### src/rtl/cp0_exc_ctrl_pkg.sv
`default_nettype none
// ============================================================================
//  Module      : cp0_pkg
//  Description : Shared CP0 definitions: register numbers, exception codes,
//                SR/Cause field positions and write masks, EXL state type.
//  Revision    : 1.0  initial release
// ============================================================================
package cp0_pkg;

   typedef logic [4:0] cp0_reg_t;
   typedef logic [4:0] cp0_exc_code_t;

   // CP0 register numbers
   localparam cp0_reg_t REG_SR    = 5'd12;
   localparam cp0_reg_t REG_CAUSE = 5'd13;
   localparam cp0_reg_t REG_EPC   = 5'd14;
   localparam cp0_reg_t REG_PRID  = 5'd15;

   // Exception codes (0 on the pipeline means "no exception")
   localparam cp0_exc_code_t EXC_NONE = 5'd0;
   localparam cp0_exc_code_t EXC_INT  = 5'd0;
   localparam cp0_exc_code_t EXC_ADEL = 5'd4;
   localparam cp0_exc_code_t EXC_ADES = 5'd5;
   localparam cp0_exc_code_t EXC_RI   = 5'd10;
   localparam cp0_exc_code_t EXC_OV   = 5'd12;

   // SR field positions
   localparam int SR_IE_BIT  = 0;
   localparam int SR_EXL_BIT = 1;
   localparam int SR_IM_LSB  = 10;
   localparam int SR_IM_MSB  = 15;
   localparam logic [31:0] SR_WMASK = 32'h0000_FC03;

   // Cause field positions
   localparam int CAUSE_BD_BIT  = 31;
   localparam int CAUSE_IP_LSB  = 10;
   localparam int CAUSE_IP_MSB  = 15;
   localparam int CAUSE_EXC_LSB = 2;
   localparam int CAUSE_EXC_MSB = 6;

   // Exception-level state, stored as SR.EXL
   typedef enum logic {
      ST_NORMAL  = 1'b0,
      ST_HANDLER = 1'b1
   } exl_state_e;

endpackage : cp0_pkg
`default_nettype wire

### src/rtl/cp0_exc_ctrl_if.sv
`default_nettype none
// ============================================================================
//  Module      : cp0_exc_ctrl_if
//  Description : M-stage <-> CP0 signal bundle. The pipeline is the master,
//                CP0 is the slave that returns read data and the trap request.
//  Revision    : 1.0  initial release
// ============================================================================
interface cp0_exc_ctrl_if;
   import cp0_pkg::*;

   logic [31:0]   pc_m;
   logic          bd_m;
   cp0_exc_code_t exc_code_m;
   logic [5:0]    hw_int;
   logic          cp0_we;
   cp0_reg_t      cp0_addr;
   logic [31:0]   cp0_wdata;
   logic          eret_m;
   logic [31:0]   cp0_rdata;
   logic [31:0]   epc_out;
   logic          int_exc_req;
   logic [31:0]   handler_pc;

   modport master (
      output pc_m, bd_m, exc_code_m, hw_int, cp0_we, cp0_addr, cp0_wdata, eret_m,
      input  cp0_rdata, epc_out, int_exc_req, handler_pc
   );

   modport slave (
      input  pc_m, bd_m, exc_code_m, hw_int, cp0_we, cp0_addr, cp0_wdata, eret_m,
      output cp0_rdata, epc_out, int_exc_req, handler_pc
   );

endinterface : cp0_exc_ctrl_if
`default_nettype wire

### src/rtl/cp0_exc_ctrl.sv
`default_nettype none
// ============================================================================
//  Module      : cp0_exc_ctrl
//  Description : Coprocessor 0 at the M stage. Resolves interrupts and
//                exceptions into a single flush/redirect request, records
//                EPC/Cause, and serves mfc0/mtc0/eret.
//  Revision    : 1.0  initial release
// ============================================================================
module cp0_exc_ctrl
   import cp0_pkg::*;
#(
   parameter logic [31:0] HANDLER_PC = 32'h0000_4180,
   parameter logic [31:0] PRID_VAL   = 32'h2020_0290
) (
   input  wire logic       clk,
   input  wire logic       reset,
   cp0_exc_ctrl_if.slave   bus
);

   exl_state_e    state_q, state_d;
   logic [5:0]    im_q, im_d;
   logic          ie_q, ie_d;
   logic          bd_q, bd_d;
   logic [5:0]    ip_q;
   cp0_exc_code_t exccode_q, exccode_d;
   logic [31:0]   epc_q, epc_d;

   logic          int_pend;
   logic          exc_pend;
   logic          trap;
   logic          mtc0_ok;
   logic          sr_wr;
   logic          epc_wr;
   logic [31:0]   sr_word;
   logic [31:0]   cause_word;

   // Trap decision; a trapping instruction's mtc0 must not commit
   always_comb begin
      int_pend = (|(bus.hw_int & im_q)) & ie_q & (state_q == ST_NORMAL);
      exc_pend = (bus.exc_code_m != EXC_NONE) & (state_q == ST_NORMAL);
      trap     = int_pend | exc_pend;
      mtc0_ok  = bus.cp0_we & ~trap;
      sr_wr    = mtc0_ok & (bus.cp0_addr == REG_SR);
      epc_wr   = mtc0_ok & (bus.cp0_addr == REG_EPC);
   end

   // EXL state register
   always_ff @(posedge clk) begin
      if (reset) state_q <= ST_NORMAL;
      else       state_q <= state_d;
   end

   // EXL next state: trap beats eret, eret beats a software write of EXL
   always_comb begin
      state_d = state_q;
      if (trap)             state_d = ST_HANDLER;
      else if (bus.eret_m)  state_d = ST_NORMAL;
      else if (sr_wr)       state_d = exl_state_e'(bus.cp0_wdata[SR_EXL_BIT]);
   end

   // Next values of the data-path CP0 fields
   always_comb begin
      im_d      = im_q;
      ie_d      = ie_q;
      bd_d      = bd_q;
      exccode_d = exccode_q;
      epc_d     = epc_q;
      if (trap) begin
         bd_d      = bus.bd_m;
         exccode_d = int_pend ? EXC_INT : bus.exc_code_m;
         // Delay-slot victims restart at the branch; wraps modulo 2^32
         epc_d     = bus.bd_m ? (bus.pc_m - 32'd4) : bus.pc_m;
      end else begin
         if (sr_wr) begin
            im_d = bus.cp0_wdata[SR_IM_MSB:SR_IM_LSB];
            ie_d = bus.cp0_wdata[SR_IE_BIT];
         end
         if (epc_wr) epc_d = bus.cp0_wdata;
      end
   end

   // Data-path CP0 registers; IP samples the raw lines every cycle
   always_ff @(posedge clk) begin
      if (reset) begin
         im_q      <= '0;
         ie_q      <= 1'b0;
         bd_q      <= 1'b0;
         ip_q      <= '0;
         exccode_q <= EXC_NONE;
         epc_q     <= '0;
      end else begin
         im_q      <= im_d;
         ie_q      <= ie_d;
         bd_q      <= bd_d;
         ip_q      <= bus.hw_int;
         exccode_q <= exccode_d;
         epc_q     <= epc_d;
      end
   end

   // Architectural views and read port (pre-update state, no mtc0 bypass)
   always_comb begin
      sr_word    = {16'h0000, im_q, 8'h00, (state_q == ST_HANDLER), ie_q};
      cause_word = {bd_q, 15'h0000, ip_q, 3'b000, exccode_q, 2'b00};
      case (bus.cp0_addr)
         REG_SR:    bus.cp0_rdata = sr_word;
         REG_CAUSE: bus.cp0_rdata = cause_word;
         REG_EPC:   bus.cp0_rdata = epc_q;
         REG_PRID:  bus.cp0_rdata = PRID_VAL;
         default:   bus.cp0_rdata = 32'h0000_0000;
      endcase
   end

   // Redirect outputs; epc_out forwards a same-cycle mtc0 EPC so eret needs no stall
   always_comb begin
      bus.int_exc_req = trap;
      bus.handler_pc  = HANDLER_PC;
      bus.epc_out     = (bus.cp0_we && (bus.cp0_addr == REG_EPC)) ? bus.cp0_wdata : epc_q;
   end

endmodule : cp0_exc_ctrl
`default_nettype wire

### src/flat_wrapper.sv
// flat-port wrapper written by rule: the top's interface ports become plain ports
module cp0_exc_ctrl_flat import cp0_pkg::*;
#(
   parameter logic [31:0] HANDLER_PC = 32'h0000_4180,
   parameter logic [31:0] PRID_VAL   = 32'h2020_0290
)
  (clk, reset, bus_pc_m, bus_bd_m, bus_exc_code_m, bus_hw_int, bus_cp0_we, bus_cp0_addr, bus_cp0_wdata, bus_eret_m, bus_cp0_rdata, bus_epc_out, bus_int_exc_req, bus_handler_pc);
  cp0_exc_ctrl_if bus_i ();
  input  wire logic clk;
  input  wire logic reset;
  input wire logic [$bits(bus_i.pc_m)-1:0] bus_pc_m;
  input wire logic [$bits(bus_i.bd_m)-1:0] bus_bd_m;
  input wire logic [$bits(bus_i.exc_code_m)-1:0] bus_exc_code_m;
  input wire logic [$bits(bus_i.hw_int)-1:0] bus_hw_int;
  input wire logic [$bits(bus_i.cp0_we)-1:0] bus_cp0_we;
  input wire logic [$bits(bus_i.cp0_addr)-1:0] bus_cp0_addr;
  input wire logic [$bits(bus_i.cp0_wdata)-1:0] bus_cp0_wdata;
  input wire logic [$bits(bus_i.eret_m)-1:0] bus_eret_m;
  output wire logic [$bits(bus_i.cp0_rdata)-1:0] bus_cp0_rdata;
  output wire logic [$bits(bus_i.epc_out)-1:0] bus_epc_out;
  output wire logic [$bits(bus_i.int_exc_req)-1:0] bus_int_exc_req;
  output wire logic [$bits(bus_i.handler_pc)-1:0] bus_handler_pc;
  assign bus_i.pc_m = bus_pc_m;
  assign bus_i.bd_m = bus_bd_m;
  assign bus_i.exc_code_m = bus_exc_code_m;
  assign bus_i.hw_int = bus_hw_int;
  assign bus_i.cp0_we = bus_cp0_we;
  assign bus_i.cp0_addr = bus_cp0_addr;
  assign bus_i.cp0_wdata = bus_cp0_wdata;
  assign bus_i.eret_m = bus_eret_m;
  assign bus_cp0_rdata = bus_i.cp0_rdata;
  assign bus_epc_out = bus_i.epc_out;
  assign bus_int_exc_req = bus_i.int_exc_req;
  assign bus_handler_pc = bus_i.handler_pc;
  cp0_exc_ctrl #(.HANDLER_PC(HANDLER_PC), .PRID_VAL(PRID_VAL)) u_core (.clk(clk), .reset(reset), .bus(bus_i));
endmodule
### config.mk
export PLATFORM = sky130hd
export DESIGN_NAME = cp0_exc_ctrl_flat
export DESIGN_NICKNAME = d
export VERILOG_FILES = /design/src/rtl/cp0_exc_ctrl_pkg.sv /design/src/rtl/cp0_exc_ctrl_if.sv /design/src/rtl/cp0_exc_ctrl.sv /design/src/flat_wrapper.sv
export SDC_FILE = /design/constraint.sdc
export NUM_CORES = 1
export LEC_CHECK = 0
export ABC_AREA = 1
export CAP_MARGIN = 20
export CORE_MARGIN = 10
export CORE_UTILIZATION = 43
export CTS_BUF_LIST = sky130_fd_sc_hd__clkbuf_4 sky130_fd_sc_hd__clkbuf_8
export DETAILED_ROUTE_END_ITERATION = 12
export GPL_TIMING_DRIVEN = 0
export PLACE_DENSITY = 0.84
export SKIP_LAST_GASP = 1
export SLEW_MARGIN = 20
export SYNTH_ARGS = -nofsm -noshare
export SYNTH_HDL_FRONTEND = slang
export SYNTH_SLANG_ARGS = --single-unit
### constraint.sdc
create_clock -name clk -period 2 [get_ports clk]
set_input_delay 0.4 -clock clk [delete_from_list [all_inputs] [get_ports clk]]
set_output_delay 0.4 -clock clk [all_outputs]
set_load 0.03 [all_outputs]
# Word-level counts from Yosys, hierarchy flattened
# Index checks and enable logic that the tools add are counted.
# Widths: inputs -> output; s select.
[classes]
bitwise = 10
reduce_logical = 6
n_addsub = 1
n_eq_ne = 4
mux = 9
[op_table]
columns = ["operator", "count"]
rows = [
  ["$mux 32", 4],
  ["$pmux 32 s4", 1],
  ["$sub 32x3->32 const B", 1],
  ["$eq 5x4->1 const B", 4],
  ["$and 1x1->1", 6],
  ["$and 6x6->6", 1],
  ["$reduce_or 6->1", 1],
  ["$mux 5", 1],
  ["$reduce_bool 5->1", 1],
  ["$mux 1", 3],
  ["$reduce_bool 3->1", 1],
  ["$not 1->1", 2],
  ["$reduce_and 2->1", 1],
  ["$reduce_bool 2->1", 1],
  ["$logic_and 1x1->1", 1],
  ["$or 1x1->1", 1],
]
[totals]
input_bits = 85
out_inout_bits = 97
regBits = 52
word_cells = 37

# Longest topological paths before layout
[logic_depth]
word_depth = 11
mapped_depth = 13
depth_no_buf = 13

# Worst setup path before layout
# No wires, ideal clock.
[synth_timing]
kind = "input to output"
start = "in bus_cp0_addr[0]"
end = "out bus_cp0_rdata[21]"
t_required_ns = 1.600
setup_slack_ns = -0.238
cell_stages = 5
path_buffers = 2
t_arrival_ns = 1.838
path_cell_list = "nor2_1 buf_4 nand2_1 clkbuf_1 o21ai_0"
[synth_between]
elab_chain_len = 2
elab_cells_between_ends = 5
classes_between = "eq/ne (4); mux (1)"
[synth_lines]
columns = ["item", "line_no", "rtl"]
rows = [
  ["from (decl)", "flat_wrapper.sv:16", "input wire logic [$bits(bus_i.cp0_addr)-1:0] bus_cp0_addr;"],
  ["$eq 5x4->1", "cp0_exc_ctrl.sv:105", "case (bus.cp0_addr)"],
  ["$pmux 32 s4 *", "cp0_exc_ctrl.sv:105", ""],
  ["to (decl)", "flat_wrapper.sv:19", "output wire logic [$bits(bus_i.cp0_rdata)-1:0] bus_cp0_rdata;"],
]
# Mark *: on every way between the ends. The rest lies on a longest branch, timed or not.

# Final worst setup path
[layout_timing]
start = "in bus_cp0_addr[4]"
end = "out bus_epc_out[3]"
[layout_between]
elab_chain_len = 3
[layout_lines]
columns = ["item", "line_no", "rtl"]
rows = [
  ["$eq 5x4->1", "cp0_exc_ctrl.sv:118", "bus.epc_out = (bus.cp0_we && (bus.cp0_addr == REG_EPC)) ? bus.cp0_wdata : epc_q;"],
  ["$logic_and 1x1->1", "cp0_exc_ctrl.sv:118", ""],
  ["$mux 32", "cp0_exc_ctrl.sv:118", ""],
  ["to (decl)", "flat_wrapper.sv:20", "output wire logic [$bits(bus_i.epc_out)-1:0] bus_epc_out;"],
]
# No other way between the ends.

==> flow_metrics.env <==
export IMPL_outcome="finished clean"
export IMPL_rrSetupSlack_ns=0.21
export IMPL_tightest_slew_ns=0.527
export IMPL_rsz0062_at_grt="true"
export IMPL_grt_max_degree=17
export IMPL_ys_seq_area_share_pct=27.4
export IMPL_insertion_delay_ns=0.32
export IMPL_hold_viol_final=0
export IMPL_placed_area_um2=5550
export IMPL_place_congestion=0.893
export IMPL_drtIter0Drc=404
export IMPL_fp_dieW_um=114
export IMPL_place_hpwl_um=12600
export IMPL_holdBufCountCts=0
export IMPL_syn2layout_area_growth_pct=58.5
export IMPL_pwr_share_clk_pct=30.6
export IMPL_setup_viol=0
export IMPL_cts_tree="built"
export IMPL_syn_avg_cell_area_um2=6.05
export IMPL_slew_violations=0
export IMPL_crit_required_ns=1.60
export IMPL_drive_gt1_share_pct=23.3
export IMPL_grt_total_usage_pct=23.4
export IMPL_fillers=768
export IMPL_wl_um=16500
export IMPL_min_path_type="in -> reg"
export IMPL_initial_core_util_pct=43.8
export IMPL_worstSetupPathType="in -> out"
export IMPL_place_ws_ns=-1.26
export IMPL_dr_wl_met2_um=8290
export IMPL_antenna_left=0
export IMPL_final_cell_mix="131 x nand2_1, 101 x nor2_1, 81 x inv_1, 67 x clkdlybuf4s50_1, 64 x buf_4"
export IMPL_via_per_inst=5.05
export IMPL_clk_pin_slew_ns=0.11
export IMPL_final_nets=918
export IMPL_p_switching_mw=1.07
export IMPL_post_route_min_period_ns=1.96
export IMPL_combPwrFrac_pct=34.4
export IMPL_drt_pass1_iter_count=5
export IMPL_rows=34
export IMPL_highest_layer="met4"
export IMPL_seq_area_um2=1040
export IMPL_max_clock_freq_ghz=0.509
export IMPL_pwr_share_seq_pct=35.0
export IMPL_path_max_fanout=6
export IMPL_grt_pass1_vias=4630
export IMPL_ir_worst_vdd_mv=0.344
export IMPL_synth_distinct_cells=38
export IMPL_synth_seq_cells=52
export IMPL_power_density_nw_per_um2=542
export IMPL_clock_sinks=52
export IMPL_skew_ns=0.0137
export IMPL_htree_levels=2
export IMPL_netlist_instances=628
export IMPL_antenna_found_initial=0
export IMPL_cts_path_max_buffers=2
export IMPL_portBuffers=149
export IMPL_met3_wirelength_um=1470
export IMPL_critPathCaptureType="primary output"
export IMPL_vias=4756
export IMPL_cap_violations=0
export IMPL_die_area_um2=13000
export IMPL_die_h_um=114
export IMPL_clock_root_buffer="clkbuf_8"
export IMPL_hold_depth=3
export IMPL_final_cell_area_um2=6030
export IMPL_met1_length_um=6440
export IMPL_drc_errors=0
export IMPL_wl_per_cell_um=17.5
export IMPL_finalCritPeriodShare_pct=98.2
export IMPL_max_slew_margin_pct=64.8
export IMPL_layout_cells_non_filler=941
export IMPL_r2r_cells=12
export IMPL_critPathArrivalTime_ns=1.56
export IMPL_internal_power_mw=2.19
export IMPL_antenna_cells=0
export IMPL_final_common_cell="nand2_1"
export IMPL_crit_chain="buf_2, nor2_4, buf_6, nand3_4, clkinv_8, buf_8, nand2_1, o21ai_1, buf_4"
export IMPL_postLayoutCoreUtil_pct=69.4
export IMPL_ios=182
export IMPL_grt_pass1_wl_um=24700
export IMPL_critPathLaunchType="input port"
export IMPL_yosysWarnings=0
export IMPL_dp_cells=915
export IMPL_core_um2=8680
export IMPL_p_total_mw=3.26
export IMPL_netlist_area_um2=3800
export IMPL_cts_made_buffers=5
export IMPL_overflow=0
export IMPL_multi_input_area_um2=2320
export IMPL_cp_slowest_cell="buf_4"
export IMPL_max_stage_delay_ns=0.21
export IMPL_setup_ws_ns=0.0358
export IMPL_switching_share_pct=32.8
export IMPL_p_leak_nw=2.99
[worst max-delay path: cells and delay by family]
kind | cells | cell delay, ns
simple gates | 3 | 0.33
buf+inv | 5 | 0.70
compound gates | 1 | 0.13
[per-layer routing]
layer  global-route usage [%]  vias to the layer above
li1                         -                     2313
met1                     27.6                     2167
met2                     40.7                      248
met3                     6.09                       28
met4                     6.93                        0
met5                        0                        -
[synthesized netlist by cell type]
cell / count / share of area [%]
clkbuf_1: 6 / 0.59
o21a_1: 3 / 0.59
o21ai_0: 34 / 4.5
buf_4: 35 / 6.9
inv_2: 1 / 0.099
nand2_4: 1 / 0.30
buf_6: 4 / 1.2
nor2_8: 1 / 0.53
nor2_2: 4 / 0.66
a32o_1: 1 / 0.26
inv_1: 84 / 8.3
o221ai_1: 1 / 0.23
clkinv_1: 1 / 0.099
dfxtp_1: 52 / 27
and2_1: 2 / 0.33
ha_1: 1 / 0.33
nor3_1: 4 / 0.53
nand4_1: 5 / 0.82
nor2_4: 2 / 0.59
xnor2_1: 3 / 0.69
nand3_1: 37 / 4.9
o211ai_1: 5 / 0.99
o22ai_1: 2 / 0.33
o21ai_2: 7 / 1.6
buf_1: 4 / 0.39
conb_1: 2 / 0.20
a21oi_1: 31 / 4.1
nand3_4: 1 / 0.46
buf_2: 5 / 0.66
nand2_1: 138 / 14
o21bai_1: 2 / 0.39
xor2_1: 10 / 2.3
nand3_2: 1 / 0.26
a22o_1: 1 / 0.23
clkinv_4: 1 / 0.23
nor2_1: 106 / 10
nand2_2: 2 / 0.33
o21ai_1: 28 / 3.7
[state kept, by name, indices dropped and copies added, names as in the netlist]
name	count
u_core.im_q	6
u_core.bd_q	1
u_core.epc_q	32
u_core.state_q	1
u_core.exccode_q	5
u_core.ip_q	6
u_core.ie_q	1
[worst paths after layout]
check | startpoint | end
max | bus_cp0_addr[4] | bus_epc_out[3]
min | bus_hw_int[3] | u_core.ip_q[3]$_SDFF_PP0_
max reg2reg | u_core.im_q[2]$_SDFFE_PP0P_ | u_core.epc_q[24]$_SDFFE_PP0P_
min reg2reg | u_core.exccode_q[1]$_SDFFE_PP0N_ | u_core.exccode_q[1]$_SDFFE_PP0N_
[final cells by class]
cell class | count | share of cell area [%]
plain buffers | 53 | 7.43
clock inverters | 3 | 1.50
inverters | 87 | 5.63
repair inverters | 1 | 0.145
flip-flops and latches | 52 | 17.3
multi-input cells | 465 | 38.4
clock buffers | 5 | 1.14
repair buffers | 167 | 26.2
well taps | 108 | 2.24
[repair_timing]
| action | CTS | global route |
|---|---|---|
| hold endpoints to repair | 0 | 0 |
| gates cloned | 2 | 4 |
| resized for setup | 387 | 54 |
| pin swaps | 7 | 11 |
| buffers inserted | 11 | 2 |
| endpoints found under the setup margin | 69 | 90 |
[power by group through the flow]
stage	Sequential, mW	Clock, mW	Combinational, mW
final	1.14	0.999	1.12
after floorplan	1.16	0	0.605
after detailed placement	1.16	0	1.05
after global routing	1.15	1.04	1.20
after CTS	1.14	0.993	1.07
after global placement	1.16	0	1.05
[through the flow]
stage	TNS (ns)	hold slack, ns
final	0	0.328
after CTS	-0.0677	0.473
after detailed placement	-69.35	0.460
after floorplan	0	0.439
after global placement	-66.74	0.456
after global routing	-0.00809	0.339
[cell families (layout without fill, tap and decap cells)]
logic type / Yosys count / after routing / synth area share (%)
AOI/OAI and AO/OA: 115 / 115 / 16.9
xor gates and xnor gates: 13 / 13 / 2.99
adders and majority gates: 1 / 1 / 0.329
buffers and inverters: 141 / 316 / 18.5
DFF: 52 / 52 / 27.4
other: 2 / 32 / 0.198
and+or+nand+nor: 304 / 304 / 33.8
Power figures use the tool's default switching activity.
